File: src/rtl/hs_npu_mem_arbiter.sv
// Round-robin arbiter sharing one burst command/data channel between NPU requesters.
// Define HS_NPU_ARB_WRITE_PRIORITY_EN to give requester NUM_REQ-1 (writeback) absolute priority.
module hs_npu_mem_arbiter #(
    parameter int NUM_REQ    = 4,
    parameter int BURST_SIZE = 2,
    parameter int ADDR_WIDTH = 32
) (
    input  logic                                  clk,
    input  logic                                  rst_n,
    input  logic [NUM_REQ-1:0]                    req_valid_i,
    input  logic [NUM_REQ-1:0]                    req_write_i,
    input  logic [NUM_REQ-1:0][ADDR_WIDTH-1:0]    req_addr_i,
    input  logic [NUM_REQ-1:0][BURST_SIZE*32-1:0] req_wdata_i,
    output logic [NUM_REQ-1:0]                    req_ready_o,
    output logic [NUM_REQ-1:0]                    rsp_valid_o,
    output logic [BURST_SIZE*32-1:0]              rsp_rdata_o,
    input  logic                                  flush_i,
    output logic                                  busy_o,
    input  logic                                  mem_ready_i,
    input  logic                                  mem_valid_i,
    output logic                                  mem_read_ready_o,
    output logic                                  mem_write_valid_o,
    output logic [ADDR_WIDTH-1:0]                 request_address,
    output logic [BURST_SIZE*32-1:0]              memory_data_out,
    input  logic [BURST_SIZE*32-1:0]              memory_data_in
);

    localparam int IDX_W = (NUM_REQ > 1) ? $clog2(NUM_REQ) : 1;

    typedef enum logic [1:0] {
        IDLE,
        ISSUE,
        WAIT,
        RESP
    } state_t;

    state_t           state;
    state_t           state_nxt;
    logic [IDX_W-1:0] ptr;
    logic [IDX_W-1:0] gidx;
    logic [IDX_W-1:0] win;
    logic [IDX_W-1:0] cand;
    logic [IDX_W-1:0] ptr_inc;
    logic             win_found;
    logic             wr_q;
    logic             drop_q;
    logic             grant;

    // Scan downward so the lowest offset from ptr is the last (winning) write.
    always_comb begin
        win       = '0;
        cand      = '0;
        win_found = 1'b0;
        for (int k = NUM_REQ - 1; k >= 0; k--) begin
            cand = IDX_W'((int'(ptr) + k) % NUM_REQ);
            if (req_valid_i[cand]) begin
                win       = cand;
                win_found = 1'b1;
            end
        end
`ifdef HS_NPU_ARB_WRITE_PRIORITY_EN
        if (req_valid_i[NUM_REQ-1]) begin
            win       = IDX_W'(NUM_REQ - 1);
            win_found = 1'b1;
        end
`endif
    end

    assign ptr_inc = (int'(win) == NUM_REQ - 1) ? '0 : win + IDX_W'(1);

    always_comb begin
        state_nxt         = state;
        grant             = 1'b0;
        req_ready_o       = '0;
        rsp_valid_o       = '0;
        mem_read_ready_o  = 1'b0;
        mem_write_valid_o = 1'b0;
        unique case (state)
            IDLE: begin
                if (rst_n && !flush_i && win_found) begin
                    grant       = 1'b1;
                    req_ready_o = NUM_REQ'(1) << win;
                    state_nxt   = ISSUE;
                end
            end
            ISSUE: begin
                if (flush_i) begin
                    state_nxt = IDLE;
                end else if (mem_ready_i) begin
                    mem_read_ready_o  = !wr_q;
                    mem_write_valid_o = wr_q;
                    state_nxt         = WAIT;
                end
            end
            WAIT: begin
                if (mem_valid_i) begin
                    state_nxt = RESP;
                end
            end
            RESP: begin
                rsp_valid_o = drop_q ? '0 : (NUM_REQ'(1) << gidx);
                state_nxt   = IDLE;
            end
            default: state_nxt = IDLE;
        endcase
    end

    always_ff @(posedge clk or negedge rst_n) begin
        if (!rst_n) begin
            state           <= IDLE;
            ptr             <= '0;
            gidx            <= '0;
            wr_q            <= 1'b0;
            drop_q          <= 1'b0;
            request_address <= '0;
            memory_data_out <= '0;
            rsp_rdata_o     <= '0;
        end else begin
            state <= state_nxt;
            if (grant) begin
                gidx            <= win;
                wr_q            <= req_write_i[win];
                request_address <= req_addr_i[win];
                memory_data_out <= req_wdata_i[win];
`ifdef HS_NPU_ARB_WRITE_PRIORITY_EN
                if (int'(win) != NUM_REQ - 1) begin
                    ptr <= ptr_inc;
                end
`else
                ptr <= ptr_inc;
`endif
            end
            if (state == WAIT && mem_valid_i) begin
                rsp_rdata_o <= memory_data_in;
            end
            // A flush after issue cannot stop memory, so only the response is hidden.
            if (state == WAIT && flush_i) begin
                drop_q <= 1'b1;
            end else if (state == RESP) begin
                drop_q <= 1'b0;
            end
        end
    end

    assign busy_o = (state != IDLE);

endmodule

File: config.mk
export PLATFORM = sky130hd
export DESIGN_NAME = hs_npu_mem_arbiter
export DESIGN_NICKNAME = d
export VERILOG_FILES = /design/src/rtl/hs_npu_mem_arbiter.sv
export SDC_FILE = /design/constraint.sdc
export NUM_CORES = 1
export LEC_CHECK = 0
export CAP_MARGIN = 20
export CORE_AREA = 2 2 248 250
export CTS_CLUSTER_SIZE = 24
export DETAILED_ROUTE_END_ITERATION = 12
export DIE_AREA = 0 0 250 252
export GPL_TIMING_DRIVEN = 0
export HOLD_SLACK_MARGIN = 0.15
export SLEW_MARGIN = 20
export SYNTH_ARGS = -nofsm -noshare
export SYNTH_HDL_FRONTEND = slang
export SYNTH_SLANG_ARGS = --single-unit
export TNS_END_PERCENT = 20
File: constraint.sdc
create_clock -name clk -period 5.7 [get_ports clk]
set_input_delay 1.425 -clock clk [delete_from_list [all_inputs] [get_ports clk]]
set_output_delay 1.425 -clock clk [all_outputs]
set_load 0.05 [all_outputs]
==> results.md, run 1 <==
- Clock skew on the completed layout was measured at 13.9 ps.
- The worst hold path was traced through 2 stages.
- The fraction of power spent switching nets is 0.491.
- Setup repair after global routing left no endpoint under its margin.
- The overall routing resource usage is 0.134.
- The remaining number of nets flagged by the antenna check after routing is 0.
- The insertion delay to the later sink of the worst-skew pair is 480 ps.
- The synthesized design contains 168 register bits.
- Input and output buffers added on the ports amount to 631.
- The internal power component is 4.46 mW.
- The final HPWL from detailed placement is 35000 um.
- The worst pin sits at a relative slew slack of 0.377.
- For this run, the detailed router's first-pass iteration total came to 4.
- The placed instances occupy a cell area of 0.0162 sq mm.
- After detailed routing, the number of vias per cell comes to 3.99.
- The die covers 0.0630 sq mm.
- The final count of hold timing violations is 0.
- The initialized floorplan defines 90 standard-cell rows.
- The number of slew-limit violations in the final report is 0.
- In this run the cell area of the synthesized design comes to 0.00883 sq mm.
- The mux contribution to synthesized area is 0.301.
- For this design the top-level I/O count stands at 632.
- In this run the most critical hold path is launched from memory_data_out[61].
- Summed over all cells, the static leakage comes to 6.88 nW.
- The critical-path cell with the highest stage delay is clkdlybuf4s50_1.
- The final layout net count is 1850.
- The per-cell routed wire length is 19.7 um.
- The final critical-path share of the clock period is 0.958.
- The per-instance average area after synthesis is 12.0 sq um.
- The area fraction in compound gates after synthesis is 0.114.
- Once routing completed, OpenROAD measured the worst setup slack at 241 ps.
- The cell class contributing the biggest share of worst-path delay is buffers and inverters.
- The largest total area in the synthesized netlist belongs to dfrtp_1.
- The largest driver fanout on the critical path is 10.
- Global routing finished with a remaining overflow of 0.
- The run finished with clean final reports.
- The clock sink count is 168.
- Together, buffers and inverters on the worst path number 4.
- The reg-to-reg endpoint is memory_data_out[55].
- The area growth from synthesis to final layout is 89.7%.
- The initial DRC count is 268.
- The maximum number of pins on one net before global-route repair is 87.
- The xor and xnor area share after synthesis is 0.
- The utilization after layout is 0.279.
- For the worst flop-to-flop path, the logic depth is 8.
- Of the total power, combinational logic draws 0.619.
- After synthesis, the largest family of logic cells by area is multiplexers.
- In this design, the stage delay of the slowest critical-path cell is 540 ps.
- The number of H-tree branching levels is 4.
- Static timing analysis puts the maximum clock frequency at 0.183 GHz.
- In this run the power spent charging and discharging nets is 4.30 mW.
- Walking the worst path, the cells encountered are clkdlybuf4s50_1 > nand2b_1 > a21oi_1 > a211oi_2 > nand2b_1 > buf_2 > buf_2 > nor2_1 > dlygate4sd2_1.
- The setup-violating endpoint count in the final report is 0.
- The fraction of final layout cells sized beyond drive strength 1 is 0.113.
- The initial utilization of the core area, before any placement, comes to 0.147.
- The chip height is 252 um.
- Clock-pin slew was measured on the worst setup and hold paths at 70 ps.
- The number of antenna violations at the first check in global routing is 3.
- Of the total synthesized cell area, the portion taken by full adders, half adders and majority gates is 0.00142.
- Across all layers, the routed design uses 8712 vias.
- The filler-free cell count of the finished design is 2184.
- The number of library cell types mapped by synthesis is 31.
- The setup path with the least slack is of type in -> out.
- The class of the worst hold path is reg -> reg.
- After detailed routing, the total wire length is 43000 um.
- The ratio of total power to cell area is 523 mW/mm^2.
- The number of CTS-inserted buffers is 17.
- The origin of the critical flop-to-flop path is ptr[1].
- The maximum clock path buffer count is 2.
- Data arrives at the worst endpoint at 4030 ps.
- The hold-critical path endpoint is memory_data_out[61].
- The Yosys step of the flow raised 0 warnings.
- By area the synthesized netlist is led by dfrtp_1, mux2i_1, o221ai_1.
- The leading cell type in the layout, fill and taps excluded is clkdlybuf4s50_1.
- STA classifies the critical path endpoint as a primary output.
- Of the total synthesized cell area, the portion taken by AND, OR, NAND and NOR gates is 0.0596.
- The area of the core region is 0.0601 sq mm.
- The portion of total power attributed to sequential cells is 0.241.
- The share of the Yosys chip area taken by registers is 0.476.
- The pin slew with the least headroom to its limit is 935 ps.
- The register-to-register setup slack is 3200 ps.
- The startpoint kind of the worst setup timing path is an input port.
- The count of maximum capacitance violations is 0.
- The hold-fix buffer count after cts is 0.
- The worst ir drop on vdd is 0.275 mV.
- The summed area of non-filler cells in the final layout is 0.0168 sq mm.
- The share of total power dissipated in the clock network is 0.140.
- The synthesized instance count is 738.
- After layout, the minimum clock period comes to 5460 ps.
- The first global-routing pass estimated 62400 um of wire.
- The via count of the first global-routing pass is 9851.
- The worst setup timing slack at the placement stage is -266 ps.
- For this run, design rule violations remaining after detail routing come to 0.
- The top cell types in the final layout, fill and taps aside, are clkdlybuf4s50_1, mux2i_1, dfrtp_1.
- The number of nets handed over by synthesis was 1200.
- The count of placed standard cells including taps is 2152.
- At the worst endpoint, the required time is 4280 ps.
- The floorplan step set the die width to 250 um.
- The root buffer cell chosen for the clock tree is clkbuf_16.
- TritonCTS built the clock tree.
- Routability-driven placement finished with a final weighted congestion of 0.812.
- Of the post-synthesis cell area, the dominant cell type holds 0.476.
- The total power after layout is 8.76 mW.
==> worst min-delay path, cell delays in order (launching register included) <==
cell and delay [ps]:
dfrtp_1 340, nand2_1 60, o221ai_2 50
==> timing repair <==
action / in CTS / in global routing
endpoints found under the setup margin: 4 / 0
resized for setup: 4 / 0
buffers inserted: 0 / 0
==> how the worst max path moves through the flow <==
stage | from | to | slack [ps] | cells after the start
floorplan | req_valid_i[3] | req_ready_o[0] | 1260 | 7
global placement | rst_n | req_ready_o[1] | -6360 | 8
detailed placement | req_valid_i[1] | req_ready_o[1] | -270 | 8
CTS | req_valid_i[1] | req_ready_o[2] | 180 | 9
global route | rst_n | req_ready_o[0] | 60 | 9
finish | req_valid_i[1] | req_ready_o[2] | 240 | 9
==> flip-flops by register name, indices dropped and copies added, names as in the netlist, named ones only <==
register / count
wr_q: 1
state: 1
request_address: 32
gidx: 2
memory_data_out: 64
rsp_rdata_o: 64
drop_q: 1
ptr: 2
==> power groups by stage <==
stage | Combinational [mW] | Sequential (mW) | Clock (mW)
6_report | 5.42 | 2.11 | 1.23
2_1_floorplan | 1.51 | 3.99 | 0
3_3_place_gp | 5.45 | 2.10 | 0
3_5_place_dp | 5.48 | 2.13 | 0
5_1_grt | 5.69 | 2.18 | 1.34
4_1_cts | 5.49 | 2.12 | 1.30
==> cells in the mapped netlist <==
cell	n
nand3_1	1
buf_6	16
nor2_4	1
o21ai_1	1
nand2_1	106
o22a_1	1
mux2_2	64
ha_1	1
or2_2	1
mux2i_1	194
buf_4	1
dfrtp_1	168
nor2_1	11
o21ai_0	2
buf_2	30
or2_1	1
nand2b_1	3
a211oi_2	1
a21o_1	1
o221ai_1	87
a21oi_1	6
and2_1	1
nand3b_1	2
nand2_2	1
o22ai_1	2
nor4_1	1
clkbuf_1	15
and3_1	1
a311o_1	1
inv_1	7
o221ai_2	10
==> metal layers <==
metal / track usage / part of all wire / up-vias
li1: - / - / 4064
met1: 0.143 / 0.38 / 4134
met2: 0.235 / 0.49 / 445
met3: 0.0553 / 0.096 / 65
met4: 0.0551 / 0.033 / 4
met5: 0 / 0.00040 / -
==> kinds of logic after synthesis <==
group,Yosys count
adder cells (fa/ha/maj),1
AND/OR/NAND/NOR,130
AO/OA/AOI/OAI,112
buffers and inverters,69
multiplexers,258
flip-flops,168
==> through the flow <==
stage	hold slack (ps)	setup TNS (ps)
global route	511	0
finish	489	0
floorplan	479	0
CTS	494	0
detailed placement	473	-440
global placement	470	-1175380
==> final cells by class <==
cell class                      instances  area (sq um)
Antenna cell                            1          2.50
Buffer                                 61           390
Clock buffer                           17           425
Clock inverter                         15           175
Fill cell                            6290         43400
Inverter                                7          26.3
Multi-Input combinational cell        501          4220
Sequential cell                       168          4200
Tap cell                              782           978
Timing Repair Buffer                  632          6340
Note: power is estimated with default switching activity, not from simulation.
==> inputs of run 2 (changes only) <==
Clock period 5.7 ns to 5.2 ns, I/O delays scaled along.
==> run 2 against run 1 <==
- sequential cell count did not move
- clock power rose by 9.8%
- routed wire length is essentially flat
- highest routed layer unchanged
- clock skew about the same
- non-clock buffer count is the same
==> results.md, run 2 (synthesis gave the netlist of run 1 again) <==
- The number of CTS-inserted buffers is 17 (unchanged).
- The worst setup timing slack at the placement stage is -516 ps (-250 ps).
- The worst endpoint data arrival time is 3610 ps (-420 ps).
- The standby leakage power is 6.89 nW (+0.17%).
- The root buffer cell chosen for the clock tree is clkbuf_16.
- The via count of the routed design is 8696 (-0.18%).
- The clock-pin slew on the worst setup and hold paths was 80 ps (about the same).
- The final HPWL from detailed placement came to 35000 um (unchanged).
- The required time of the worst setup path is 3900 ps (-380 ps).
- The CTS tree is built.
- The clock sink count is 168 (unchanged).
- The count of placed standard cells including taps came to 2152 (unchanged).
- The final count of hold timing violations is 0 (unchanged).
- The number of H-tree branching levels is 4 (unchanged).
- The run finished with clean final reports.
- The critical path is of the in -> out type.
- The buffer count from post-CTS setup fixing came to 0 (unchanged).
- The maximum clock path buffer count came to 2 (unchanged).
- The maximum number of pins on one net before global-route repair is 87 (unchanged).
- After layout, the minimum clock period comes to 4910 ps.
- The number of filler cells placed in the layout is 6287 (-0.048%).
- Leaving out fill and tap cells, the most frequent cells in the layout are clkdlybuf4s50_1, mux2i_1, dfrtp_1.
- The share of power burned in the clock network is 0.141 (about the same).
- The remaining number of nets flagged by the antenna check after routing is 0 (unchanged).
- The worst ir drop on vdd is 0.302 mV (+9.6%).
- The total die area is 0.0630 sq mm (unchanged).
- The maximum achievable frequency is 0.204 GHz.
- The placer's final routability congestion estimate is 0.812 (unchanged).
- The area growth from synthesis to final layout is 89.7% (about the same).
- The overall die width is 250 um (unchanged).
- The routed wire length is 43000 um (about the same).
- The final layout net count is 1850 (unchanged).
- The internal power component is 4.88 mW (+9.6%).
- The average vias per placed instance is 3.98 (-0.18%).
- The count of maximum capacitance violations came to 0 (unchanged).
- The overall routing resource usage is 0.134 (about the same).
- The pin slew with the least headroom to its limit came to 930 ps (-4.32 ps).
- The number of iterations in the first detailed-routing pass is 4 (unchanged).
- The ratio of total power to cell area was 573 mW/mm^2 (+9.6%).
- The number of slew-limit violations in the final report is 0 (unchanged).
- STA classifies the critical path startpoint as an input port.
- The filler-free cell count of the finished design is 2184 (unchanged).
- STA classifies the critical path endpoint as a primary output.
- The chip height came to 252 um (unchanged).
- The power spent charging and discharging nets is 4.72 mW (+9.7%).
- Setup repair after global routing left no endpoint under its margin.
- The leading cell type in the layout, fill and taps excluded is clkdlybuf4s50_1.
- The final-layout worst hold slack is 489 ps (+0.655 ps).
- The wire length of the first global-routing pass is 62400 um (unchanged).
- The portion of total power attributed to sequential cells is 0.241 (about the same).
- The sum of overflow across all layers after global routing was 0 (unchanged).
- The number of antenna violations at the first check in global routing is 3 (unchanged).
- The setup-violating endpoint count in the final report is 0 (unchanged).
- The largest driver fanout on the critical path is 10 (unchanged).
- The number of buffers inserted by port buffering is 631 (unchanged).
- The fraction of final layout cells sized beyond drive strength 1 was 0.116 (+0.00214).
- The number of DRC violations after detailed routing came to 0 (unchanged).
- The class of the worst hold path is reg -> reg.
- The part of the power in combinational logic came to 0.619 (about the same).
- The number of placement rows is 90 (unchanged).
- In the final layout, the registers with the most flip-flops are memory_data_out: 64 flops, rsp_rdata_o: 64 flops, request_address: 32 flops.
- The effective utilization at floorplan is 0.147 (unchanged).
- The total power after layout was 9.60 mW (+9.6%).
- The clock skew after layout was 13.6 ps (-0.266 ps).
- The relative slew slack is 0.380 (+0.00288).
- Dividing the final minimum period by the clock period gives 0.944.
- The insertion delay to the later sink of the worst-skew pair is 480 ps (about the same).
- The fraction of power spent switching nets came to 0.491 (about the same).
- The number of primary I/O pins is 632 (unchanged).
- The via count of the first global-routing pass is 9855 (+0.041%).
- The setup slack after layout is 291 ps (+50.6 ps).
- The initial DRC count was 249 (-7.1%).
- The area of the core region is 0.0601 sq mm (unchanged).
- The per-cell routed wire length is 19.7 um (about the same).
==> run 2: path summary, 6_finish.rpt <==
path                                           from                  end  slack [ps]  depth (start not counted)
worst max-delay path                 req_valid_i[0]       req_ready_o[3]         290                         10
worst min-delay path            memory_data_out[12]  memory_data_out[12]         490                          2
worst max register to register               ptr[1]  memory_data_out[55]        2730                          8
worst min register to register  memory_data_out[12]  memory_data_out[12]         490                          2
max in group asynchronous                     rst_n      rsp_rdata_o[59]        3620                          2
min in group asynchronous                     rst_n  memory_data_out[47]         710                          1
==> run 2: timing repair <==
item | CTS | global route
setup endpoints to repair | 4 | 4
hold buffers | 0 | 0
pin swaps | 0 | 0
resized for setup | 6 | 7
==> run 2: per-layer routing <==
| layer | GRT usage | share of wire |
|---|---|---|
| met5 | 0 | 0.00040 |
| met4 | 0.0551 | 0.033 |
| met3 | 0.0555 | 0.095 |
| met2 | 0.235 | 0.49 |
| met1 | 0.143 | 0.38 |
==> run 2: critical path, cell delays in order <==
cell             delay (ps)
clkdlybuf4s50_1         480
a21o_1                  200
a21oi_1                 130
o22a_1                  140
buf_4                   270
buf_6                   240
buf_6                   210
ha_1                    190
and2_1                  130
clkbuf_2                290
==> run 2: power by group through the flow <==
stage | sequential [mW] | clock, mW | combinational [mW]
3_5_place_dp | 2.33 | 0 | 6.00
6_report | 2.31 | 1.35 | 5.94
3_3_place_gp | 2.31 | 0 | 5.98
4_1_cts | 2.32 | 1.42 | 6.02
2_1_floorplan | 4.38 | 0 | 1.65
5_1_grt | 2.39 | 1.46 | 6.23
==> run 2: area by class of cell <==
class	count	area (sq um)	share of cell area
Antenna cell	1	2.50	0.000149
Buffer	61	393	0.0234
Clock buffer	17	425	0.0254
Clock inverter	15	175	0.0105
Inverter	7	26.3	0.00157
Multi-Input combinational cell	501	4220	0.251
Sequential cell	168	4200	0.251
Tap cell	782	978	0.0584
Timing Repair Buffer	632	6340	0.378
==> run 2: stage by stage <==
step | utilization | TNS [ps] | cell area [sq um]
2_1_floorplan | - | 0 | 8830
3_3_place_gp | 0.268 | -1277630 | 16100
3_5_place_dp | 0.269 | -1440 | 16200
4_1_cts | 0.279 | 0 | 16800
5_1_grt | 0.279 | 0 | 16800
6_report | 0.279 | 0 | 16800
==> RTL change: new RTL, config.mk and constraints of run 1 <==
Build with the macro `HS_NPU_ARB_WRITE_PRIORITY_EN` defined.
--- a/src/rtl/hs_npu_mem_arbiter.sv
+++ b/src/rtl/hs_npu_mem_arbiter.sv
@@ -2,2 +2,4 @@
 // Define HS_NPU_ARB_WRITE_PRIORITY_EN to give requester NUM_REQ-1 (writeback) absolute priority.
+`define HS_NPU_ARB_WRITE_PRIORITY_EN
+
 module hs_npu_mem_arbiter #(
Function: changed (a bounded check fails within 4 cycles, from zero or initial values and one cycle with rst_n low).
==> RTL change against run 1 <==
Sequential share of layout area decreased by 0.62 points; clock skew decreased by 0.00084 ns; final area increased by 2.5%; worst hold slack improved by 0.0058 ns; total power increased by 1.7%; largest power group unchanged; cell count increased by 5.0%; area after synthesis increased by 3.8%; first-iteration DRC count increased by 69%; worst setup slack got worse by 0.042 ns; routed wire length increased by 32%; combinational power increased by 2%; sequential cell count unchanged.
==> RTL change: results <==
export IMPL_status="finished clean"
export IMPL_dp_worst_setup_slack_ns=-1.65
export IMPL_drt_pre_antenna_iters=5
export IMPL_yosys_top_cells_area="dfrtp_1 46%, a211oi_1 12%, mux2i_1 11%"
export IMPL_cp_endpoint="req_ready_o[1]"
export IMPL_fin_worst_skew_ns=0.0131
export IMPL_crit_path_max_incr_delay_ns=0.52
export IMPL_crit_slowest_cell="clkdlybuf4s15_1"
export IMPL_yosysUniqueCellTypes=36
export IMPL_synth_nets=1307
export IMPL_ys_seq_area_share_pct=45.8
export IMPL_grt_first_pass_wirelength_um=78200
export IMPL_fin_cells=2294
export IMPL_ir_drop_mv=0.219
export IMPL_hpwlAfterDp_um=46900
export IMPL_met1_usage_pct=18.4
export IMPL_vias=9897
export IMPL_p_seq_uw=2160
export IMPL_nFillCells=6320
export IMPL_drive_gt1_share_pct=9.95
export IMPL_drt_met1_wl_um=21000
export IMPL_crit_fanout=20
export IMPL_wl_met2_um=29300
export IMPL_place_congestion=0.900
export IMPL_synthCells=842
export IMPL_cp_arrival_ns=4.08
export IMPL_p_leak_uw=0.00668
export IMPL_r2r_slack_ns=2.78
export IMPL_grt_max_degree=89
export IMPL_multi_input_area_sq_um=4610
export IMPL_p_comb_uw=5540
export IMPL_period_minus_slack_ns=5.50
export IMPL_synth_common_cells="168 x dfrtp_1, 148 x a211oi_1, 98 x mux2i_1"
export IMPL_wl_per_cell_um=24.8
export IMPL_hp_start="request_address[5]$_DFFE_PN0P_"
export IMPL_worst_pin_slew_ns=0.947
## RTL change: changes by cell type after synthesis, sizes merged, moves of 80 or more
cell / delta
a211oi: +162
o221ai: -82
nor2: +80
nand2: -100
o21a: +82
mux2i: -96
## RTL change: how the worst min path moves through the flow
stage	endpoint	slack, ns	cells past startpoint
after floorplan	gidx[0]$_DFFE_PN0P_	0.51	2
after global placement	request_address[5]$_DFFE_PN0P_	0.47	2
after detailed placement	request_address[5]$_DFFE_PN0P_	0.48	2
after CTS	request_address[5]$_DFFE_PN0P_	0.50	2
after global routing	rsp_rdata_o[13]$_DFFE_PN0P_	0.51	1
final	request_address[5]$_DFFE_PN0P_	0.49	2
## RTL change: cell type report
cell class              instances  share of cell area [%]
repair buffers                637                    37.4
clock buffers                  18                    2.56
well taps                     782                    5.69
multi-input cells             589                    26.8
inverters                       5                   0.109
clock inverters                14                   0.845
plain buffers                  77                    2.06
diodes                          4                  0.0582
flip-flops and latches        168                    24.5
## RTL change: cells by family (layout without fill, tap and decap cells)
group,count (synthesis),after routing,share of synthesized area (%)
compound gates,300,300,25.0
other cells,0,4,0
mux,164,164,18.8
simple gates,121,121,5.69
flops,168,168,45.8
fa+ha+maj,4,4,0.546
buf+inv,85,751,4.09
## RTL change: timing repair
item / 4_1_cts / 5_1_grt
pin swaps: 1 / 0
setup endpoints to repair: 4 / 4
setup buffers: 2 / 0
gates cloned: 0 / 1
gates resized for setup: 13 / 0
## RTL change: critical path, delay by kind of cell
family                     cells  cell delay [ns]
AOI/OAI and AO/OA              1             0.23
buffers and inverters          4             1.60
adders and majority gates      1             0.21
and+or+nand+nor                3             0.59
